$ cat config.mk
export PLATFORM = sky130hd
export DESIGN_NAME = bin2bcd_seq
export DESIGN_NICKNAME = d
export VERILOG_FILES = /design/src/rtl/bin2bcd_seq.sv
export SDC_FILE = /design/constraint.sdc
export NUM_CORES = 1
export LEC_CHECK = 0
export BUFFER_PORTS_ARGS = -buffer_cell sky130_fd_sc_hd__buf_2
export CORE_MARGIN = 1.5
export CORE_UTILIZATION = 55
export CTS_CLUSTER_DIAMETER = 30
export DETAILED_ROUTE_END_ITERATION = 8
export PLACE_DENSITY = 0.77
export SYNTH_ARGS = -nofsm -noshare
export SYNTH_HDL_FRONTEND = slang
export SYNTH_SLANG_ARGS = --single-unit
export TNS_END_PERCENT = 1
$ cat constraint.sdc
create_clock -name clk -period 1.9 [get_ports clk]
set_clock_uncertainty 0.05 [all_clocks]
set_input_delay 0.285 -clock clk [delete_from_list [all_inputs] [get_ports clk]]
set_output_delay 0.285 -clock clk [all_outputs]
set_load 0.05 [all_outputs]
$ cat src/rtl/bin2bcd_seq.sv
// Sequential binary-to-BCD converter (shift-and-add-3), one input bit per clock.
// Accepts on in_valid && in_ready; presents bcd/ovf with a one-cycle out_valid strobe.
module bin2bcd_seq #(
  parameter int BIN_W  = 14,
  parameter int DIGITS = 4
) (
  input  logic                  clk,
  input  logic                  rst,
  input  logic                  in_valid,
  output logic                  in_ready,
  input  logic [BIN_W-1:0]      bin,
  output logic                  out_valid,
  output logic [4*DIGITS-1:0]   bcd,
  output logic                  ovf
);

  localparam int BW = 4 * DIGITS;
  localparam int CW = $clog2(BIN_W + 1);

  typedef enum logic [1:0] {
    IDLE,
    SHIFT,
    DONE
  } state_t;

  state_t            state_q, state_d;
  logic [BIN_W-1:0]  bin_q, bin_d;
  logic [BW-1:0]     work_q, work_d;
  logic              ovf_acc_q, ovf_acc_d;
  logic [CW-1:0]     cnt_q, cnt_d;
  logic [BW-1:0]     bcd_q, bcd_d;
  logic              ovf_q, ovf_d;

  logic [BW-1:0]     corr;
  logic [BW-1:0]     work_shift;
  logic              ovf_shift;
  logic              accept;

  // Per-digit add-3 correction; a corrected digit is at most 12, so no carries.
  always_comb begin
    corr = work_q;
    for (int unsigned i = 0; i < DIGITS; i++) begin
      if (work_q[4*i +: 4] >= 4'd5) begin
        corr[4*i +: 4] = work_q[4*i +: 4] + 4'd3;
      end
    end
  end

  // Bit 3 of the top corrected digit leaves the register and marks overflow.
  assign work_shift = {corr[BW-2:0], bin_q[BIN_W-1]};
  assign ovf_shift  = ovf_acc_q | corr[BW-1];

  assign in_ready  = (state_q != SHIFT);
  assign out_valid = (state_q == DONE);
  assign accept    = in_valid && in_ready;
  assign bcd       = bcd_q;
  assign ovf       = ovf_q;

  always_comb begin
    state_d   = state_q;
    bin_d     = bin_q;
    work_d    = work_q;
    ovf_acc_d = ovf_acc_q;
    cnt_d     = cnt_q;
    bcd_d     = bcd_q;
    ovf_d     = ovf_q;

    case (state_q)
      IDLE, DONE: begin
        state_d = IDLE;
        if (accept) begin
          bin_d     = bin;
          work_d    = '0;
          ovf_acc_d = 1'b0;
          cnt_d     = CW'(BIN_W);
          state_d   = SHIFT;
        end
      end
      SHIFT: begin
        bin_d     = bin_q << 1;
        work_d    = work_shift;
        ovf_acc_d = ovf_shift;
        cnt_d     = cnt_q - CW'(1);
        if (cnt_q == CW'(1)) begin
          bcd_d   = work_shift;
          ovf_d   = ovf_shift;
          state_d = DONE;
        end
      end
      default: begin
        state_d = IDLE;
      end
    endcase
  end

  always_ff @(posedge clk) begin
    if (rst) begin
      state_q   <= IDLE;
      bin_q     <= '0;
      work_q    <= '0;
      ovf_acc_q <= 1'b0;
      cnt_q     <= '0;
      bcd_q     <= '0;
      ovf_q     <= 1'b0;
    end else begin
      state_q   <= state_d;
      bin_q     <= bin_d;
      work_q    <= work_d;
      ovf_acc_q <= ovf_acc_d;
      cnt_q     <= cnt_d;
      bcd_q     <= bcd_d;
      ovf_q     <= ovf_d;
    end
  end

endmodule

Word level (Yosys, flattened, before mapping)
Index checks and enable logic that the tools add are counted.
{ "totals": {"output_inout_bits": 19, "inputBits": 17, "regBits": 54, "word_cells": 44} }
{ "op_classes": {"eq_ne": 6, "n_addsub": 5, "n_reduce_logical": 6, "mux": 15, "magnitude_cmp": 4, "bitwise": 1} }
{ "op_table": {"columns": ["operator", "n"], "rows": [
  ["one-hot mux 16 bit (2 select lines)", 1],
  ["one-hot mux 14 bit (2 select lines)", 1],
  ["2-to-1 mux 4 bit", 5],
  ["adder 4 x 2 -> 4 bit (second input constant)", 4],
  [">= comparator 4 x 3 -> 1 bit (second input constant)", 4],
  ["2-to-1 mux 16 bit", 1],
  ["2-to-1 mux 14 bit", 1],
  ["one-hot mux 4 bit (2 select lines)", 1],
  ["== test 4 x 1 -> 1 bit (second input constant)", 1],
  ["!= test 2 bit (second input constant)", 2],
  ["one-hot mux 2 bit (2 select lines)", 1],
  ["AND reduction 2 bit", 2],
  ["subtractor 4 x 1 -> 4 bit (second input constant)", 1],
  ["== test 2 x 1 -> 1 bit (second input constant)", 1],
  ["== test 2 bit (second input constant)", 1],
  ["zero test 2 bit", 1],
  ["2-to-1 mux 1 bit", 2],
  ["2-to-1 mux 2 bit", 1],
  ["!= test 2 x 1 -> 1 bit (second input constant)", 1],
  ["one-hot mux 1 bit (2 select lines)", 1],
  ["nonzero test 2 bit", 1],
  ["OR reduction 2 bit", 1],
  ["logical AND 1 bit", 1],
  ["OR 1 bit", 1]
]} }

Depth between registers and ports, before layout
{ "depth": {"depth_word": 4, "mapped_depth": 7, "ltp_nobuf": 6} }

Worst setup path after synthesis
Ideal clock, no wire load.
{ "synth_path": {"path_kind": "reg2reg", "startpoint": "register cnt_q[0]", "endpoint": "register bcd_q[10], in the netlist bcd[10]", "stages_incl_launch_ff": 6, "t_required_ps": 1777, "arrival_time_ps": 1499, "setup_ps": 73, "slack_ps": 277, "n_path_buf": 1, "period_less_slack_ps": 1623, "path_cell_list": "dfxtp_1 -> ha_1 -> or3b_4 -> or3_1 -> buf_6 -> o22ai_2"} }
{ "synth_between": {"elab_chain_cells": 2} }
{ "synth_rtl": {"columns": ["element", "line", "text"], "rows": [
  ["from (decl)", "30", "logic [CW-1:0] cnt_q, cnt_d;"],
  ["from (signal assigned)", "110", "cnt_q <= cnt_d;"],
  ["== test 4 x 1 -> 1 bit", "84", "if (cnt_q == CW'(1)) begin"],
  ["AND reduction 2 bit (no source line)", null, null],
  ["to (signal assigned)", "103", "bcd_q <= '0;"],
  ["to (signal assigned)", "111", "bcd_q <= bcd_d;"],
  ["to (decl)", "31", "logic [BW-1:0] bcd_q, bcd_d;"]
]} }
Every way passes these cells.
A chain may end at the register's enable or synchronous reset.

Final worst setup path
{ "layout_path": {"startpoint": "register state_q[1]", "endpoint": "output in_ready"} }
{ "layout_between": {"elab_chain_cells": 1} }
{ "layout_rtl": {"columns": ["element", "line", "text"], "rows": [
  ["from (decl)", "26", "state_t state_q, state_d;"],
  ["from (signal assigned)", "106", "state_q <= state_d;"],
  ["!= test 2 x 1 -> 1 bit", "53", "assign in_ready = (state_q != SHIFT);"],
  ["to (decl)", "10", "output logic in_ready,"]
]} }
Every way passes these cells.

==> flow_metrics.py <==
metrics = {
    "synthesis": {
        "ys_seq_area_frac": 0.451,
        "synth-main-ff-cell": "dfxtp_1",
        "muxShareOfSynthArea": 0.0230,
        "synthCells": 272,
        "synth_compound_area_frac": 0.232,
        "synthSimpleGateAreaFrac": 0.170,
        "yosysUniqueCellTypes": 33,
        "async_flop_share": 0,
        "synth_edf_count": 0,
        "synth_xor_area_frac": 0.0183,
        "avgSynthCellArea_um2": 8.82,
        "ys_ff_latch": 54,
        "synth_warnings": 0,
        "synth_top_family_by_area": "compound AO/OA/AOI/OAI gates",
        "syn_area_um2": 2400,
        "synth_fa_ha_area_frac": 0.0522,
        "synth_nets": 299,
    },
    "critical_path": {
        "setup.worst_path.class": "register to output pin",
        "critPathLaunchType": "register",
        "arrival_ns": 1.39,
        "crit_fanout": 9,
        "worstPathRequired_ns": 1.56,
        "cp-end-kind": "output pin",
    },
    "route": {
        "drt_iter0_markers": 103,
        "vias_per_cell": 5.45,
        "drc": 0,
        "drt-total-wl_um": 4510,
        "wl_per_cell_um": 12.8,
        "ant_nets": 0,
        "vias": 1918,
        "drt_pass1_iterations": 4,
    },
    "die": {
        "ioPinCount": 36,
        "die_area_um2": 4770,
        "die_x_um": 69.0,
        "rows": 23,
        "die_h_um": 69.0,
        "coreArea_um2": 4090,
        "start_util": 0.587,
    },
    "timing": {
        "tns_ns": 0,
        "period_needed_ns": 1.72,
        "finalHoldViolCount": 0,
        "setup_viol": 0,
        "drv_slew": 0,
        "worst_pin_slew_ns": 0.391,
        "grt_setup_unrepaired": "no",
        "finalCritPeriodShare": 0.906,
        "relSlewSlack": 0.740,
        "max_freq_ghz": 0.581,
    },
    "cts": {
        "cts-root-buf": "clkbuf_8",
        "cts_sinks": 54,
        "cts.path.max_buffers": 2,
        "clkSlewWorstSetupHoldPaths_ns": 0.08,
        "cts_tree": "done",
        "htreeDepth": 2,
        "cts_buffers": 5,
        "clkLatencyLatePin_ns": 0.30,
    },
    "placement": {
        "placed_area_um2": 2610,
        "dp_hpwl_um": 3070,
        "portBuffers": 35,
        "gp_congestion": 0.808,
    },
    "global_routing": {
        "antenna_found_initial": 0,
        "grt_pass1_wl_um": 7590,
        "grt_overflow": 0,
        "grt_pass1_vias": 1711,
        "grtUsageTotal": 0.195,
        "grt_max_degree": 42,
    },
    "layout": {
        "drive_gt1_frac": 0.202,
        "stdcell_area_um2": 2690,
        "nNetsFinal": 329,
        "flow.area_growth_from_synthesis_pct": 12.1,
        "diodes": 0,
    },
    "pwr": {
        "power_density_nw_per_um2": 741,
        "max-vdd-ir-drop_mv": 0.341,
        "p_leak_uw": 0.000997,
    },
    "flow_run": {
        "maxCapViolCount": 0,
    },
    "run_status": {
        "status": "finished clean",
    },
    "hold_path": {
        "hp-class": "primary input to register",
    },
}
-- worst paths after layout --
kind                                  from         to  slack [ns]  cells after the start
worst max-delay path            state_q[1]   in_ready        0.18                      3
worst min-delay path                bin[0]   bin_q[0]        0.18                      3
worst max register to register    cnt_q[0]     bcd[9]        0.20                      4
worst min register to register   bin_q[12]  bin_q[12]        0.41                      2
-- synthesized netlist by cell type, types with 4 or more instances --
cell       n  area share
xnor2_1    4       0.015
nand3_1    4      0.0083
clkbuf_1  12       0.019
a22oi_1   15       0.047
dfxtp_1   54        0.45
a211oi_1   8       0.025
nor3b_1    7       0.022
inv_1     11       0.017
nor3_1     6       0.013
o21ai_0   20       0.042
nand2b_1  14       0.037
nand2_1   27       0.042
a21oi_1   33       0.069
o22ai_2    7       0.037
mux2_2     4       0.019
nor2_1    16       0.025
ha_1      10       0.052
-- cells by family (layout without fill, tap and decap cells) --
| logic type | count (synthesis) | count (layout) |
|---|---|---|
| mux | 5 | 5 |
| simple gates | 81 | 81 |
| buf+inv | 30 | 60 |
| xor+xnor | 5 | 5 |
| fa+ha+maj | 10 | 10 |
| compound gates | 87 | 87 |
| flops | 54 | 54 |
-- report_power, final --
| group | internal [uW] | switching [uW] | leakage (uW) |
|---|---|---|---|
| logic | 75.9 | 137 | 0.000520 |
| clock network | 254 | 333 | 0.0000383 |
| registers | 1170 | 22.9 | 0.000439 |
| total | 1500 | 493 | 0.000997 |
-- metal layers --
layer / routed length (um) / part of all wire / GRT usage
met1: 2200 / 0.49 / 0.249
met2: 2080 / 0.46 / 0.319
met3: 148 / 0.033 / 0.0468
met4: 83 / 0.018 / 0.0719
met5: 0 / 0 / 0
-- sequential cells by signal (all words and copies together) (netlist names) --
name and count:
ovf 1, cnt_q 4, bcd 16, ovf_acc_q 1
work_q 16, state_q 2, bin_q 14
-- through the flow --
stage	total power (uW)	cells	hold WS, ns	setup WS [ns]	utilization
final	1990	352	0.183	0.179	0.658
after detailed placement	1430	345	0.397	0.0688	0.638
after global routing	2090	352	0.178	0.0575	0.658
after floorplan	1370	272	0.387	0.277	-
after global placement	1430	345	0.392	0.127	0.638
after CTS	2010	352	0.188	0.0542	0.657
-- area by class of cell --
type | count | area [um^2]
inverter | 12 | 45.0
sequential | 54 | 1080
tap | 50 | 62.6
fill | 354 | 1400
timing repair buffer | 41 | 233
clock buffer | 7 | 76.3
multi-input combinational | 188 | 1190
-- worst max-delay path: stages, from the launching register on --
cell	delay [ns]
dfxtp_1	0.32
and2b_1	0.25
inv_2	0.21
buf_2	0.31
-- placed cells by master (no fill, tap or decap), types with 6 or more instances in the layout --
cell type  instances
o21ai_0           20
a22oi_1           15
o22ai_2            7
nand2b_1          14
dfxtp_1           54
buf_2             35
ha_1              10
inv_1             11
a21oi_1           33
nor3b_1            7
nor2_1            16
nor3_1             6
a211oi_1           8
nand2_1           27
-- timing repair --
item / 4_1_cts / 5_1_grt
setup endpoints to repair: 0 / 8
hold buffers: 0 / 0
setup buffers: 0 / 0
gates resized for setup: 0 / 1
Power figures use the tool's default switching activity.
